## config.mk

```make
export PLATFORM = sky130hd
export DESIGN_NAME = apb_master_bridge_flat
export DESIGN_NICKNAME = d
export VERILOG_FILES = /design/src/rtl/apb_master_bridge_pkg.sv /design/src/rtl/apb_master_bridge_if.sv /design/src/rtl/apb_master_bridge.sv /design/src/flat_wrapper.sv
export SDC_FILE = /design/constraint.sdc
export NUM_CORES = 1
export LEC_CHECK = 0
export BUFFER_PORTS_ARGS = -buffer_cell sky130_fd_sc_hd__clkbuf_2
export CAP_MARGIN = 5
export CELL_PAD_IN_SITES_DETAIL_PLACEMENT = 1
export CELL_PAD_IN_SITES_GLOBAL_PLACEMENT = 1
export CORE_UTILIZATION = 30
export DETAILED_ROUTE_END_ITERATION = 16
export GPL_ROUTABILITY_DRIVEN = 0
export PLACE_DENSITY = 0.73
export SETUP_SLACK_MARGIN = 0.4
export SYNTH_ARGS = -nofsm -noshare
export SYNTH_HDL_FRONTEND = slang
export SYNTH_SLANG_ARGS = --single-unit
```

## constraint.sdc

```tcl
create_clock -name clk -period 3.82 [get_ports clk]
set_input_delay 1.146 -clock clk [delete_from_list [all_inputs] [get_ports clk]]
set_output_delay 1.146 -clock clk [all_outputs]
set_load 0.02 [all_outputs]
```

## src/rtl/apb_master_bridge_pkg.sv

```systemverilog
// Shared types and constants for the APB master bridge: FSM state encoding,
// default bus widths and the word-alignment pattern for command addresses.
package apb_pkg;

    typedef enum logic [1:0] {
        IDLE   = 2'd0,
        SETUP  = 2'd1,
        ACCESS = 2'd2,
        RESP   = 2'd3
    } apb_state_e;

    localparam int APB_ADDR_WIDTH = 16;
    localparam int APB_DATA_WIDTH = 32;

    // Low address bits required for a legal word access.
    localparam logic [1:0] APB_ALIGN_MASK = 2'b00;

endpackage

```

## src/rtl/apb_master_bridge_if.sv

```systemverilog
// Command/response channel plus APB3 bus seen by the bridge; the master
// modport is the bridge view, the slave modport is the surrounding system view.
interface apb_master_bridge_if
    import apb_pkg::*;
#(
    parameter int ADDR_WIDTH = APB_ADDR_WIDTH,
    parameter int DATA_WIDTH = APB_DATA_WIDTH
);

    logic                  cmd_valid;
    logic                  cmd_ready;
    logic                  cmd_write;
    logic [ADDR_WIDTH-1:0] cmd_addr;
    logic [DATA_WIDTH-1:0] cmd_wdata;

    logic                  rsp_valid;
    logic                  rsp_ready;
    logic [DATA_WIDTH-1:0] rsp_rdata;
    logic                  rsp_err;

    logic [ADDR_WIDTH-1:0] PADDR;
    logic                  PSEL;
    logic                  PENABLE;
    logic                  PWRITE;
    logic [DATA_WIDTH-1:0] PWDATA;
    logic [DATA_WIDTH-1:0] PRDATA;
    logic                  PREADY;
    logic                  PSLVERR;

    modport master (
        input  cmd_valid, cmd_write, cmd_addr, cmd_wdata, rsp_ready,
        input  PRDATA, PREADY, PSLVERR,
        output cmd_ready, rsp_valid, rsp_rdata, rsp_err,
        output PADDR, PSEL, PENABLE, PWRITE, PWDATA
    );

    modport slave (
        output cmd_valid, cmd_write, cmd_addr, cmd_wdata, rsp_ready,
        output PRDATA, PREADY, PSLVERR,
        input  cmd_ready, rsp_valid, rsp_rdata, rsp_err,
        input  PADDR, PSEL, PENABLE, PWRITE, PWDATA
    );

endinterface

```

## src/rtl/apb_master_bridge.sv

```systemverilog
// Valid/ready command to APB3 master, one transfer outstanding; optional ACCESS timeout under APB_TIMEOUT_EN.
// Latency: SETUP 1 cycle, ACCESS until PREADY, response held until rsp_ready; cmd_ready low while busy.
module apb_master_bridge
    import apb_pkg::*;
#(
    parameter int ADDR_WIDTH     = APB_ADDR_WIDTH,
    parameter int DATA_WIDTH     = APB_DATA_WIDTH,
    parameter int TIMEOUT_CYCLES = 16
) (
    input  logic                clk,
    input  logic                rst,
    apb_master_bridge_if.master bus
);

    apb_state_e state;

`ifdef APB_TIMEOUT_EN
    localparam int TCNT_W = $clog2(TIMEOUT_CYCLES + 1);
    logic [TCNT_W-1:0] tcnt;
`else
    localparam int unused_timeout_cycles = TIMEOUT_CYCLES;
`endif

    always_ff @(posedge clk) begin
        if (rst) begin
            state         <= IDLE;
            bus.cmd_ready <= 1'b1;
            bus.rsp_valid <= 1'b0;
            bus.rsp_rdata <= DATA_WIDTH'(0);
            bus.rsp_err   <= 1'b0;
            bus.PADDR     <= ADDR_WIDTH'(0);
            bus.PSEL      <= 1'b0;
            bus.PENABLE   <= 1'b0;
            bus.PWRITE    <= 1'b0;
            bus.PWDATA    <= DATA_WIDTH'(0);
`ifdef APB_TIMEOUT_EN
            tcnt          <= '0;
`endif
        end else begin
            unique case (state)
                IDLE: begin
                    if (bus.cmd_valid && bus.cmd_ready) begin
                        bus.cmd_ready <= 1'b0;
                        // Misaligned commands are answered locally and never reach the bus.
                        if (bus.cmd_addr[1:0] != APB_ALIGN_MASK) begin
                            bus.rsp_valid <= 1'b1;
                            bus.rsp_err   <= 1'b1;
                            bus.rsp_rdata <= DATA_WIDTH'(0);
                            state         <= RESP;
                        end else begin
                            bus.PADDR  <= bus.cmd_addr;
                            bus.PWRITE <= bus.cmd_write;
                            bus.PWDATA <= bus.cmd_wdata;
                            bus.PSEL   <= 1'b1;
                            state      <= SETUP;
                        end
                    end
                end
                SETUP: begin
                    bus.PENABLE <= 1'b1;
`ifdef APB_TIMEOUT_EN
                    tcnt        <= '0;
`endif
                    state       <= ACCESS;
                end
                ACCESS: begin
                    if (bus.PREADY) begin
                        bus.PSEL      <= 1'b0;
                        bus.PENABLE   <= 1'b0;
                        bus.rsp_valid <= 1'b1;
                        bus.rsp_err   <= bus.PSLVERR;
                        bus.rsp_rdata <= (!bus.PWRITE && !bus.PSLVERR) ? bus.PRDATA : DATA_WIDTH'(0);
                        state         <= RESP;
                    end
`ifdef APB_TIMEOUT_EN
                    // This cycle is the TIMEOUT_CYCLES-th ACCESS cycle without PREADY.
                    else if (tcnt == TCNT_W'(TIMEOUT_CYCLES - 1)) begin
                        bus.PSEL      <= 1'b0;
                        bus.PENABLE   <= 1'b0;
                        bus.rsp_valid <= 1'b1;
                        bus.rsp_err   <= 1'b1;
                        bus.rsp_rdata <= DATA_WIDTH'(0);
                        tcnt          <= '0;
                        state         <= RESP;
                    end else begin
                        tcnt <= tcnt + TCNT_W'(1);
                    end
`endif
                end
                RESP: begin
                    if (bus.rsp_ready) begin
                        bus.rsp_valid <= 1'b0;
                        bus.rsp_err   <= 1'b0;
                        bus.rsp_rdata <= DATA_WIDTH'(0);
                        bus.cmd_ready <= 1'b1;
                        state         <= IDLE;
                    end
                end
                default: state <= IDLE;
            endcase
        end
    end

endmodule

```

## src/flat_wrapper.sv

```systemverilog
// flat-port wrapper written by rule: the top's interface ports become plain ports
module apb_master_bridge_flat import apb_pkg::*;
#(
    parameter int ADDR_WIDTH     = APB_ADDR_WIDTH,
    parameter int DATA_WIDTH     = APB_DATA_WIDTH,
    parameter int TIMEOUT_CYCLES = 16
)
  (clk, rst, bus_cmd_valid, bus_cmd_write, bus_cmd_addr, bus_cmd_wdata, bus_rsp_ready, bus_PRDATA, bus_PREADY, bus_PSLVERR, bus_cmd_ready, bus_rsp_valid, bus_rsp_rdata, bus_rsp_err, bus_PADDR, bus_PSEL, bus_PENABLE, bus_PWRITE, bus_PWDATA);
  apb_master_bridge_if #(.ADDR_WIDTH(ADDR_WIDTH), .DATA_WIDTH(DATA_WIDTH)) bus_i ();
  input  logic clk;
  input  logic rst;
  input wire logic [$bits(bus_i.cmd_valid)-1:0] bus_cmd_valid;
  input wire logic [$bits(bus_i.cmd_write)-1:0] bus_cmd_write;
  input wire logic [$bits(bus_i.cmd_addr)-1:0] bus_cmd_addr;
  input wire logic [$bits(bus_i.cmd_wdata)-1:0] bus_cmd_wdata;
  input wire logic [$bits(bus_i.rsp_ready)-1:0] bus_rsp_ready;
  input wire logic [$bits(bus_i.PRDATA)-1:0] bus_PRDATA;
  input wire logic [$bits(bus_i.PREADY)-1:0] bus_PREADY;
  input wire logic [$bits(bus_i.PSLVERR)-1:0] bus_PSLVERR;
  output wire logic [$bits(bus_i.cmd_ready)-1:0] bus_cmd_ready;
  output wire logic [$bits(bus_i.rsp_valid)-1:0] bus_rsp_valid;
  output wire logic [$bits(bus_i.rsp_rdata)-1:0] bus_rsp_rdata;
  output wire logic [$bits(bus_i.rsp_err)-1:0] bus_rsp_err;
  output wire logic [$bits(bus_i.PADDR)-1:0] bus_PADDR;
  output wire logic [$bits(bus_i.PSEL)-1:0] bus_PSEL;
  output wire logic [$bits(bus_i.PENABLE)-1:0] bus_PENABLE;
  output wire logic [$bits(bus_i.PWRITE)-1:0] bus_PWRITE;
  output wire logic [$bits(bus_i.PWDATA)-1:0] bus_PWDATA;
  assign bus_i.cmd_valid = bus_cmd_valid;
  assign bus_i.cmd_write = bus_cmd_write;
  assign bus_i.cmd_addr = bus_cmd_addr;
  assign bus_i.cmd_wdata = bus_cmd_wdata;
  assign bus_i.rsp_ready = bus_rsp_ready;
  assign bus_i.PRDATA = bus_PRDATA;
  assign bus_i.PREADY = bus_PREADY;
  assign bus_i.PSLVERR = bus_PSLVERR;
  assign bus_cmd_ready = bus_i.cmd_ready;
  assign bus_rsp_valid = bus_i.rsp_valid;
  assign bus_rsp_rdata = bus_i.rsp_rdata;
  assign bus_rsp_err = bus_i.rsp_err;
  assign bus_PADDR = bus_i.PADDR;
  assign bus_PSEL = bus_i.PSEL;
  assign bus_PENABLE = bus_i.PENABLE;
  assign bus_PWRITE = bus_i.PWRITE;
  assign bus_PWDATA = bus_i.PWDATA;
  apb_master_bridge #(.ADDR_WIDTH(ADDR_WIDTH), .DATA_WIDTH(DATA_WIDTH), .TIMEOUT_CYCLES(TIMEOUT_CYCLES)) u_core (.clk(clk), .rst(rst), .bus(bus_i));
endmodule
```

==> results.sh <==
export IMPL_cpPeakStageDelay_ps=670
export IMPL_fin_total_pwr_mw=2.79
export IMPL_cp_max_fo=35
export IMPL_cts_resized=0
export IMPL_fin_worst_skew_ps=6.13
export IMPL_holdBufCountCts=0
export IMPL_hp_class="reg2reg"
export IMPL_grt_max_degree=47
export IMPL_avgSynthCellArea_um2=7.95
export IMPL_dieArea_um2=12000
export IMPL_status="complete, no violations"
export IMPL_synth_area_um2=3470
export IMPL_synthMuxAreaShare_pct=0.288
export IMPL_synth_compound_area_share_pct=19.5
export IMPL_mostFrequentLayoutCells="171 x clkbuf_2, 128 x nand2_1, 88 x dfxtp_1"
export IMPL_yosysTopAreaCell="dfxtp_1"
export IMPL_grt_pass1_vias=3458
export IMPL_tightest_slew_ps=1070
export IMPL_nets=687
export IMPL_hold_violations=0
export IMPL_ant_nets=0
export IMPL_syn_inst=437
export IMPL_fin_crit_sh_pct=68.4
export IMPL_slew_violations=0
export IMPL_critPathBufInv=1
export IMPL_synth_fa_ha_area_share_pct=1.80
export IMPL_worst_ep_required_time_ps=3990
export IMPL_cp_slowest_cell="a221o_1"
export IMPL_routed_wl_mm=10.4
export IMPL_syn_num_nets=529
export IMPL_drive_above_1_share_pct=33.5
export IMPL_final_common_cell="clkbuf_2"
export IMPL_fin_area_um2=4780
export IMPL_synthTopCellsByArea="dfxtp_1 51%, nand2_1 14%, o21ai_0 8.1%, a21oi_1 7.9%, nor2b_1 5.9%"
export IMPL_cts_setup_buffers=0
export IMPL_ys_warnings_count=0
export IMPL_hpwl_mm=7.48
export IMPL_grt_antenna_before_repair=0
export IMPL_max_freq_mhz=382
export IMPL_setup_viol=0
export IMPL_p_leak_nw=2.07
export IMPL_cts_max_level=3
export IMPL_rsz0062_at_grt="no"
export IMPL_worstSetupPathType="in2reg"
export IMPL_clockRootBuffer="clkbuf_16"
export IMPL_area_delta_synth_final_pct=37.6
export IMPL_timing_final_crit_period_ps=2610
export IMPL_hold_start="u_core.bus.PADDR[11]$_SDFFE_PP0P_"
export IMPL_yosysUniqueCellTypes=31
export IMPL_die_w_um=110
export IMPL_wire_per_inst_um=14.1
export IMPL_synth_top_area_share_pct=50.7
export IMPL_drc=0
export IMPL_synth_simple_gate_area_share_pct=23.4
export IMPL_rows=38
export IMPL_core_area_um2=11100
export IMPL_yosysSeqAreaShare_pct=50.7
export IMPL_relSlewSlack_pct=28.3
export IMPL_r2r_start="u_core.state[0]$_SDFFE_PP0P_"
export IMPL_insertedDiodeCount=0
export IMPL_grt_pass1_wl_mm=16.6
export IMPL_cts_buffers=9
export IMPL_max_cap_violations=0
export IMPL_cp_arrival_ps=2790
export IMPL_cts_clk_slew_worst_paths_ps=60
export IMPL_ys_seq_elements=88
export IMPL_insertion_delay_ps=330
export IMPL_whs_ps=453
export IMPL_endpoint_kind="flip-flop"
export IMPL_start_util_pct=31.4
export IMPL_fin_setup_tns_ps=0
export IMPL_dpl_cell_area_um2=4450
export IMPL_vias_per_cell=4.72
export IMPL_path_cells="clkbuf_2, and2b_1, a221o_1, a2111oi_0, nor3_1"
export IMPL_grtUsageTotal_pct=17.7
export IMPL_cpLargestDelayFamily="compound AO/OA/AOI/OAI gates"
export IMPL_cts_tree="built"
export IMPL_drt_first_iter_violations=170
export IMPL_p_per_area_nw_per_um2=584
export IMPL_ir_drop_mv=0.257
export IMPL_clock_sinks=88
export IMPL_synth_xor_area_share_pct=0
export IMPL_num_vias=3495
export IMPL_grt_overflow_total=0
export IMPL_die_h_um=110
export IMPL_io_pins=173
export IMPL_place_port_buffers=172
export IMPL_crit_start="bus_PREADY"
export IMPL_firstDrtPassIters=4
export IMPL_startpoint_type="input port"
export IMPL_synth_top_family_by_area="simple AND/OR/NAND/NOR gates"
export IMPL_clk_path_buf_depth=2
## registers in the layout, summed over array words and instances (netlist names)
name / count
u_core.bus.PADDR: 16
u_core.bus.PENABLE: 1
u_core.bus.PSEL: 1
u_core.bus.PWDATA: 32
u_core.bus.PWRITE: 1
u_core.bus.cmd_ready: 1
u_core.bus.rsp_err: 1
u_core.bus.rsp_rdata: 32
u_core.bus.rsp_valid: 1
u_core.state: 2
## cells in the mapped netlist
master / count
nand2_1: 128
a221o_1: 1
a21oi_1: 55
a211oi_1: 1
nor2_1: 7
nand4_1: 1
clkbuf_2: 1
ha_1: 5
o21bai_1: 1
buf_2: 5
and2b_1: 1
buf_1: 2
mux2i_1: 1
nor3_1: 2
a2111oi_0: 1
inv_1: 4
nand3_1: 1
clkbuf_1: 22
a221oi_4: 1
nor2b_1: 33
o21ai_1: 9
o21ai_0: 56
nand2_2: 2
or3_1: 1
dfxtp_1: 88
nor4_4: 1
a21o_1: 1
buf_4: 2
nor4b_2: 1
nor3b_1: 2
o21ba_2: 1
## area by class of cell
cell class / instances / area [µm²]
clock buffers: 11 / 253
flip-flops and latches: 88 / 1760
inverters: 4 / 15.0
repair buffers: 179 / 926
clock inverters: 5 / 78.8
multi-input cells: 313 / 1570
well taps: 140 / 175
fillers: 1396 / 6300
## report_power, final
part / leakage [nW] / switching, mW / total, mW / internal (mW)
Sequential: 0.712 / 0.0494 / 1.05 / 0.996
Clock: 0.165 / 0.353 / 0.960 / 0.608
Combinational: 1.19 / 0.551 / 0.785 / 0.234
Total: 2.07 / 0.953 / 2.79 / 1.84
## stage by stage
stage               std cells  util (%)  setup slack, ps
floorplan                 437         -             1580
finish                    740      43.2             1210
CTS                       740      43.2             1180
detailed placement        724      40.2              828
global route              740      43.2             1050
global placement          724      40.2              883
## kinds of logic (layout without fill, tap and decap cells)
family	Yosys count	count (layout)
AND/OR/NAND/NOR	180	180
AO/OA/AOI/OAI	127	127
multiplexers	1	1
flip-flops	88	88
adder cells (fa/ha/maj)	5	5
buffers and inverters	36	199
## layer usage
layer / share of wire, % / track usage (%)
met1: 44 / 21.3
met2: 47 / 30.6
met3: 8.4 / 4.56
met4: 0.90 / 5.71
met5: 0 / 0
## final timing paths
path	slack, ps	depth (start not counted)	end
max	1210	5	u_core.bus.rsp_err$_SDFFE_PP0P_
min	450	2	u_core.bus.PADDR[11]$_SDFFE_PP0P_
max reg2reg	1310	6	u_core.bus.rsp_err$_SDFFE_PP0P_
min reg2reg	450	2	u_core.bus.PADDR[11]$_SDFFE_PP0P_
## worst register-to-register path: stages, from the launching register on
cell and delay (ps):
dfxtp_1 390, inv_1 100, ha_1 300, and2b_1 250
a221o_1 670, a2111oi_0 560, nor3_1 80
(Power assumes the default switching activity.)
